$ cat config.mk
export PLATFORM = sky130hd
export DESIGN_NAME = traffic_light_ctrl
export DESIGN_NICKNAME = d
export VERILOG_FILES = /design/src/rtl/traffic_light_ctrl.sv
export SDC_FILE = /design/constraint.sdc
export NUM_CORES = 1
export LEC_CHECK = 0
export ABC_AREA = 1
export CAP_MARGIN = 30
export CELL_PAD_IN_SITES_DETAIL_PLACEMENT = 0
export CELL_PAD_IN_SITES_GLOBAL_PLACEMENT = 2
export CORE_MARGIN = 4
export CORE_UTILIZATION = 25
export CTS_BUF_LIST = sky130_fd_sc_hd__clkbuf_4
export DETAILED_ROUTE_END_ITERATION = 12
export PLACE_DENSITY_LB_ADDON = 0.1
export SETUP_SLACK_MARGIN = 0.02
export SLEW_MARGIN = 20
export SYNTH_ARGS = -nofsm -noshare
export SYNTH_HDL_FRONTEND = slang
export SYNTH_SLANG_ARGS = --single-unit
export TNS_END_PERCENT = 30
$ cat constraint.sdc
create_clock -name clk -period 1.5 [get_ports clk]
set_input_delay 0.45 -clock clk [delete_from_list [all_inputs] [get_ports clk]]
set_output_delay 0.45 -clock clk [all_outputs]
set_load 0.03 [all_outputs]
$ cat src/rtl/traffic_light_ctrl.sv
// Traffic light controller: drives main/side lamps from traffic-timer expiry flags, with a watchdog fault state.
// Optional ALL_RED_EN macro inserts all-red clearance states (AR1, AR2) between the yellow and green phases.
module traffic_light_ctrl #(
  parameter int TIMEOUT    = 64,
  parameter int FLASH_DIV  = 4,
  parameter int ALLRED_CYC = 2
) (
  input  logic       clk,
  input  logic       rst,
  input  logic       car,
  input  logic       tMG,
  input  logic       tMY,
  input  logic       tSG,
  input  logic       tSY,
  output logic       start,
  output logic       MR,
  output logic       MY,
  output logic       MG,
  output logic       SR,
  output logic       SY,
  output logic       SG,
  output logic [2:0] state,
  output logic       fault
);

  // Timer handshake: start pulses for one cycle on every timed-state entry;
  // the timer's level flags are honoured only from the cycle after that pulse.
  typedef enum logic [2:0] {
    S_MGRN  = 3'd0,
    S_MYEL  = 3'd1,
    S_SGRN  = 3'd2,
    S_SYEL  = 3'd3,
    S_AR1   = 3'd4,
    S_AR2   = 3'd5,
    S_FAULT = 3'd7
  } state_t;

  if (TIMEOUT < 8 || TIMEOUT > 65535 || FLASH_DIV < 1 || ALLRED_CYC < 1) begin : g_param_check
    $error("traffic_light_ctrl: parameter out of range");
  end

  state_t      cur;
  state_t      nxt;
  logic        adv;
  logic        cnt;
  logic [15:0] wd;
  logic [15:0] flash_cnt;
`ifdef ALL_RED_EN
  logic [15:0] ar_cnt;
`endif

  assign state = cur;

  // Lamp order: {MR, MY, MG, SR, SY, SG}
  function automatic logic [5:0] lamps_of(input state_t s);
    case (s)
      S_MGRN:  return 6'b001100;
      S_MYEL:  return 6'b010100;
      S_SGRN:  return 6'b100001;
      S_SYEL:  return 6'b100010;
      default: return 6'b100100;
    endcase
  endfunction

  always_comb begin
    adv = 1'b0;
    cnt = 1'b0;
    nxt = cur;
    case (cur)
      S_MGRN: begin
        cnt = !tMG;
        adv = !start && tMG && car;
        nxt = S_MYEL;
      end
      S_MYEL: begin
        cnt = 1'b1;
        adv = !start && tMY;
`ifdef ALL_RED_EN
        nxt = S_AR1;
`else
        nxt = S_SGRN;
`endif
      end
      S_SGRN: begin
        cnt = 1'b1;
        adv = !start && (tSG || !car);
        nxt = S_SYEL;
      end
      S_SYEL: begin
        cnt = 1'b1;
        adv = !start && tSY;
`ifdef ALL_RED_EN
        nxt = S_AR2;
`else
        nxt = S_MGRN;
`endif
      end
`ifdef ALL_RED_EN
      S_AR1: begin
        adv = (ar_cnt == 16'(ALLRED_CYC - 1));
        nxt = S_SGRN;
      end
      S_AR2: begin
        adv = (ar_cnt == 16'(ALLRED_CYC - 1));
        nxt = S_MGRN;
      end
`endif
      default: begin
        adv = 1'b0;
      end
    endcase
  end

  always_ff @(posedge clk or posedge rst) begin
    if (rst) begin
      cur                      <= S_MGRN;
      {MR, MY, MG, SR, SY, SG} <= 6'b001100;
      start                    <= 1'b1;
      fault                    <= 1'b0;
      wd                       <= '0;
      flash_cnt                <= '0;
`ifdef ALL_RED_EN
      ar_cnt                   <= '0;
`endif
    end else begin
      start <= 1'b0;
      if (cur == S_FAULT) begin
        if (flash_cnt == 16'(FLASH_DIV - 1)) begin
          flash_cnt <= '0;
          MR        <= !MR;
          SR        <= !SR;
        end else begin
          flash_cnt <= flash_cnt + 16'd1;
        end
      end else if (adv) begin
        // The expected flag takes priority over a watchdog expiring in the same cycle.
        cur                      <= nxt;
        {MR, MY, MG, SR, SY, SG} <= lamps_of(nxt);
        start                    <= (nxt != S_AR1) && (nxt != S_AR2);
        wd                       <= '0;
`ifdef ALL_RED_EN
        ar_cnt                   <= '0;
`endif
      end else if (cnt) begin
        if (wd == 16'(TIMEOUT - 1)) begin
          cur                      <= S_FAULT;
          {MR, MY, MG, SR, SY, SG} <= 6'b100100;
          fault                    <= 1'b1;
          flash_cnt                <= '0;
        end else begin
          wd <= wd + 16'd1;
        end
      end
`ifdef ALL_RED_EN
      else if (cur == S_AR1 || cur == S_AR2) begin
        ar_cnt <= ar_cnt + 16'd1;
      end
`endif
    end
  end

endmodule

==> results of run 1 <==
-- timing repair --
item | in CTS | in global routing
gates resized for setup | 29 | 12
pin swaps | 0 | 2
gates cloned | 0 | 1
setup endpoints to repair | 51 | 51
buffers inserted | 0 | 2
-- metrics by stage --
step           TNS, ns  power [mW]  hold WS [ns]  cell area (um2)
2_1_floorplan  -0.1306       1.201        0.4467             2663
3_3_place_gp    -18.24       1.242        0.4497             3398
3_5_place_dp    -17.66       1.242        0.4536             3398
4_1_cts         -1.580       2.077        0.3442             3525
5_1_grt         -7.612       2.127        0.3494             3620
6_report        -1.341       2.029        0.3538             3620
-- worst max path at each step --
stage	end	start	slack (ns)	cells past startpoint
after global routing	wd[2]	wd[1]	-0.22	11
after global placement	flash_cnt[0]	car	-0.45	10
after floorplan	wd[3]	wd[0]	-0.01	11
after detailed placement	flash_cnt[0]	car	-0.45	10
final	wd[2]	wd[0]	-0.08	11
after CTS	state[2]	state[2]	-0.10	2
-- layer usage --
layer | part of all wire | GRT usage | wire length, um | up-vias
li1 | - | - | - | 1358
met1 | 0.48 | 0.1601 | 3628 | 1204
met2 | 0.50 | 0.2184 | 3814 | 12
met3 | 0.014 | 0.02020 | 110 | 5
met4 | 0.0098 | 0.02709 | 75 | 0
met5 | 0 | 0 | 0 | -
-- worst max-delay path, cell delays in order, from the launching register on --
cell and delay, ns:
dfrtp_1 0.39, ha_2 0.19, nand2_2 0.07, nor2_2 0.10
nand2_2 0.07, clkinv_2 0.06, nand2_2 0.05, nand2_2 0.06
a21boi_4 0.25, clkbuf_16 0.19, nand2_1 0.05, nand2_1 0.06
-- power by group through the flow --
stage / Sequential (mW) / Clock [mW] / Combinational (mW)
global route: 1.16 / 0.899 / 0.0674
floorplan: 1.18 / 0 / 0.0201
finish: 1.16 / 0.810 / 0.0586
global placement: 1.18 / 0 / 0.0611
CTS: 1.16 / 0.855 / 0.0613
detailed placement: 1.18 / 0 / 0.0612
-- cell families after synthesis --
family	Yosys count	synth area share
xor gates and xnor gates	17	0.05627
adders and majority gates	2	0.009455
AOI/OAI and AO/OA	22	0.04964
DFF	43	0.4080
buffers and inverters	38	0.06099
and+or+nand+nor	256	0.4156
-- cells in the mapped netlist --
library cell	instances
nand2_4	3
a21boi_1	1
a21boi_4	1
xor2_1	15
a21oi_1	2
xnor2_1	2
inv_2	6
or2_1	1
nor2_2	1
nor3_1	7
nand3_1	37
or2_2	2
ha_1	2
clkinv_1	2
nor2_1	56
dfstp_2	3
nand2_2	4
inv_1	18
buf_4	2
nand3b_1	3
nor4_1	1
dfrtp_1	40
nand4_1	11
o21bai_1	2
o21ai_1	13
clkbuf_1	6
buf_2	3
o21ai_0	3
buf_6	1
nand2_1	130
-- registers in the layout, summed over array words and instances, names as in the netlist --
register   flops
MR             1
flash_cnt     16
state          3
MG             1
SG             1
MY             1
SY             1
SR             1
fault          1
start          1
wd            16
-- placed cells by master, fill, tap and decap left out, types with 4 or more instances in the layout --
master and n:
dfrtp_1 36, nand2_1 125, nand2_2 9, clkbuf_4 5, inv_1 17, nand3_1 35
nor3_1 6, o21ai_1 13, nand4_1 11, buf_4 60, xor2_1 15, clkdlybuf4s50_1 6
buf_6 9, inv_2 6, dfrtp_2 4, nor2_2 7, nor2_1 50
-- cell type report --
cell class,count,share of cell area
multi-input cells,297,0.4089
flip-flops and latches,43,0.2997
repair buffers,81,0.1929
well taps,136,0.04701
inverters,26,0.02834
clock inverters,3,0.01279
clock buffers,5,0.01037
==> impl_metrics.ini, run 1 <==
[critical_path]
end_kind = flop
cp.required_ns = 1.82
worstReg2RegStart = wd[0]
crit_type = reg -> reg
reg2reg_slack_ns = -0.08
worstPathMaxFanout = 8
rr_endpoint = wd[2]
start_kind = flop
r2r_cells = 11
crit_arrival_ns = 1.90

[detailed_routing]
dr.first_iter.drc_count = 84
drc = 0
num_vias = 2579
drt_wl_total_um = 7628
viasPerCell = 4.364
first_pass_iters = 4
wl_per_cell_um = 12.91
ant_nets = 0

[power_and_ir_drop]
leakagePower_nw = 1.764
clkPwrFrac = 0.399
comb_power_share = 0.029
p_sw_frac = 0.2396
intPower_mw = 1.543
irDropWorstVdd_mv = 0.3304
seqPwrFrac = 0.572
powerDensity_nw_per_um2 = 560.5
p_switching_mw = 0.4861

[die]
fp.dieH_um = 110.9
die-area_um2 = 12300
dieWidth_um = 110.9
pin_count = 18
design.core.area_um2 = 10320
row_count = 37
start_util = 0.2563

[sta]
clock-skew-final_ns = 0.02867
report.final.hold_viol_count = 0
fin_crit_sh = 1.053
rsz0062_at_grt = yes
setup_viol = 34
timing.final.ws_setup_ns = -0.08009
layout_min_cycle_time_ns = 1.580
max_freq_mhz = 632.9
slew_violations = 0
worst_pin_slew_ns = 0.3736
relSlewSlack = 0.7487

[synthesis]
yosysTopAreaCell = dfrtp_1
synthTopCellsByArea = dfrtp_1 (38%), nand2_1 (18%), nor2_1 (7.9%)
yosysUniqueCellTypes = 30
synth_top_area_frac = 0.3783
synthCells = 378
yosysWarnings = 0
avgSynthCellArea_um2 = 7.001
synth-seq-area-share = 0.4080
syn-num-nets = 387
ys_ff_latch = 43
syn_area_um2 = 2646

[placement]
place_ws_ns = -0.4510
gp_congestion = 0.7893
place_inst = 580
hpwl_um = 5598
io_buffers = 17

[clocking]
postCtsHoldBufs = 0
cts.sinks = 43
clkLatencyLatePin_ns = 0.37
clk_root_buffer_cell = clkbuf_4
numCtsBuffers = 5
htreeDepth = 2
cts.clk_slew.worst_paths_ns = 0.15
clockBufferDepth = 2
cts_tree = yes

[cells_and_area]
area.growth.synth_to_final_pct = 36.78
regArea_um2 = 1085
num_antenna_cells = 0
final_cells = 591
layout.nets = 463
fill_cells = 1109
fin_util = 0.3506
drive_above_1_share = 0.2747
multi_input_area_um2 = 1480

[worst_hold_path]
worstHoldPathType = in -> async

[global_routing]
grt_pass1_vias = 2573
grt_start_max_net_pins = 23
grt_pass1_wl_um = 12590
grt_util_all_layers = 0.1244
grt-ovfl-total = 0
antenna_found_initial = 0

[run_status]
violations = negative setup slack
status = complete, but fails checks

[flow_run]
cap_violations = 0
Power figures use the tool's default switching activity.
==> run 2: changes to the inputs <==
DONT_BUFFER_PORTS = 1   (was default)
==> impl_metrics.ini, run 2 (same netlist as run 1, synthesis figures left out) <==
[global_routing]
grt_pass1_vias = 2570
grt_pass1_wl_um = 12900
met1_usage = 0.1664
busiest_layer = met2
antenna_found_initial = 0
grt_util_met2 = 0.2201
grt-ovfl-total = 0
grtUsageMet3 = 0.02129
grt_start_max_net_pins = 30
grt_util_all_layers = 0.1272

[critical_path]
crit_arrival_ns = 1.17
worstPathMaxFanout = 7
cp_slowest_stage_delay_ns = 0.51
start_kind = flop
path_cells = buf_4 > buf_6
crit_type = reg -> out
cp.required_ns = 1.05
cpMaxStageDelayCell = dfrtp_2
end_kind = primary output
crit_family = flip-flops
crit_buf_inv = 2

[clocking]
numCtsBuffers = 5
clkLatencyLatePin_ns = 0.37
cts.clk_slew.worst_paths_ns = 0.16
htreeDepth = 2
clockBufferDepth = 2
cts.sinks = 43
clk_root_buffer_cell = clkbuf_4
cts_tree = yes

[power_and_ir_drop]
leakagePower_nw = 1.708
powerDensity_nw_per_um2 = 522.3
total_power_mw = 1.851
irDropWorstVdd_mv = 0.2860

[die]
start_util = 0.2563
pin_count = 18
die-area_um2 = 12300
dieWidth_um = 110.9
row_count = 37
design.core.area_um2 = 10320
fp.dieH_um = 110.9

[detailed_routing]
viasPerCell = 4.430
drc = 0
wl_per_cell_um = 12.99
ant_nets = 0
num_vias = 2565
drt_wl_total_um = 7521
dr.first_iter.drc_count = 68
first_pass_iters = 6

[cells_and_area]
drive_above_1_share = 0.3138
fin_util = 0.3432
area.growth.synth_to_final_pct = 33.90
layout.nets = 451
regArea_um2 = 1086
final_cell_mix = nand2_1 (117), buf_4 (60), nor2_1 (47), dfrtp_1 (35), nand3_1 (29)
multi_input_area_um2 = 1553
fill_cells = 1121
mostFrequentLayoutCell = nand2_1
num_antenna_cells = 0
final_cells = 579

[placement]
place_ws_ns = -0.1606
io_buffers = 0
gp_congestion = 0.7305
place_inst = 563
hpwl_um = 5594

[sta]
clock-skew-final_ns = 0.02252
max_freq_mhz = 617.4
worst_pin_slew_ns = 0.4134
fin_crit_sh = 1.080
timing.final.ws_setup_ns = -0.1196
relSlewSlack = 0.7219
setup_viol = 19
report.final.hold_viol_count = 0
layout_min_cycle_time_ns = 1.620
slew_violations = 0
rsz0062_at_grt = yes

[worst_hold_path]
worstHoldPathType = in -> reg

[run_status]
violations = negative setup slack
status = complete, but fails checks

[flow_run]
cap_violations = 0
run 2: what timing repair did:
| action | 4_1_cts | 5_1_grt |
|---|---|---|
| hold buffers | 1 | 0 |
| buffers inserted | 2 | 5 |
| pin swaps | 4 | 13 |
| hold endpoints to repair | 3 | 0 |
| resized for setup | 23 | 28 |
| setup endpoints to repair | 48 | 49 |
run 2: power breakdown:
group / leakage (nW) / total (mW) / switching, mW / internal (mW)
logic: 1.11 / 0.0433 / 0.0302 / 0.0131
clock network: 0.0278 / 0.647 / 0.459 / 0.189
registers: 0.566 / 1.16 / 0 / 1.16
run 2: worst paths after layout:
path                               startpoint             to  slack (ns)  cells past startpoint
worst max-delay path                 state[2]       state[2]       -0.12                      2
max in group asynchronous                 rst          start        0.61                      3
worst min register to register  flash_cnt[15]  flash_cnt[15]        0.56                      2
min in group asynchronous                 rst             SY        0.43                      2
worst min-delay path                      tMG             MY        0.29                      2
worst max register to register       state[1]         wd[15]       -0.08                     11
run 2: layout make-up:
cell class              count  share of cell area
clock inverters             3            0.006709
clock buffers               5             0.01059
inverters                  26             0.02966
repair buffers             69              0.1603
well taps                 136             0.04802
multi-input cells         297              0.4382
flip-flops and latches     43              0.3065
run 2: per-stage QoR:
stage | area (um2) | setup TNS, ns | hold WS [ns]
2_1_floorplan | 2663 | -0.1306 | 0.4467
3_3_place_gp | 3248 | -3.280 | 0.2308
3_5_place_dp | 3248 | -3.611 | 0.2304
4_1_cts | 3408 | -0.8387 | 0.2422
5_1_grt | 3543 | -5.396 | 0.2914
6_report | 3543 | -1.217 | 0.2940
run 2: worst reg2reg max path, stage by stage (launching register included):
cell and delay (ns):
dfrtp_2 0.48, inv_2 0.11, nor2_4 0.04, nand3_2 0.06
nand3_2 0.09, nand2_1 0.09, nand2_2 0.08, buf_6 0.12
a21boi_4 0.17, buf_6 0.16, nand2_1 0.06, nand2_1 0.06
run 2: layer usage:
metal | routed length [um] | up-vias | part of all wire
met1 | 3686 | 1210 | 0.49
met5 | 0 | - | 0
li1 | - | 1339 | -
met2 | 3651 | 11 | 0.49
met3 | 130 | 5 | 0.017
met4 | 54 | 0 | 0.0072
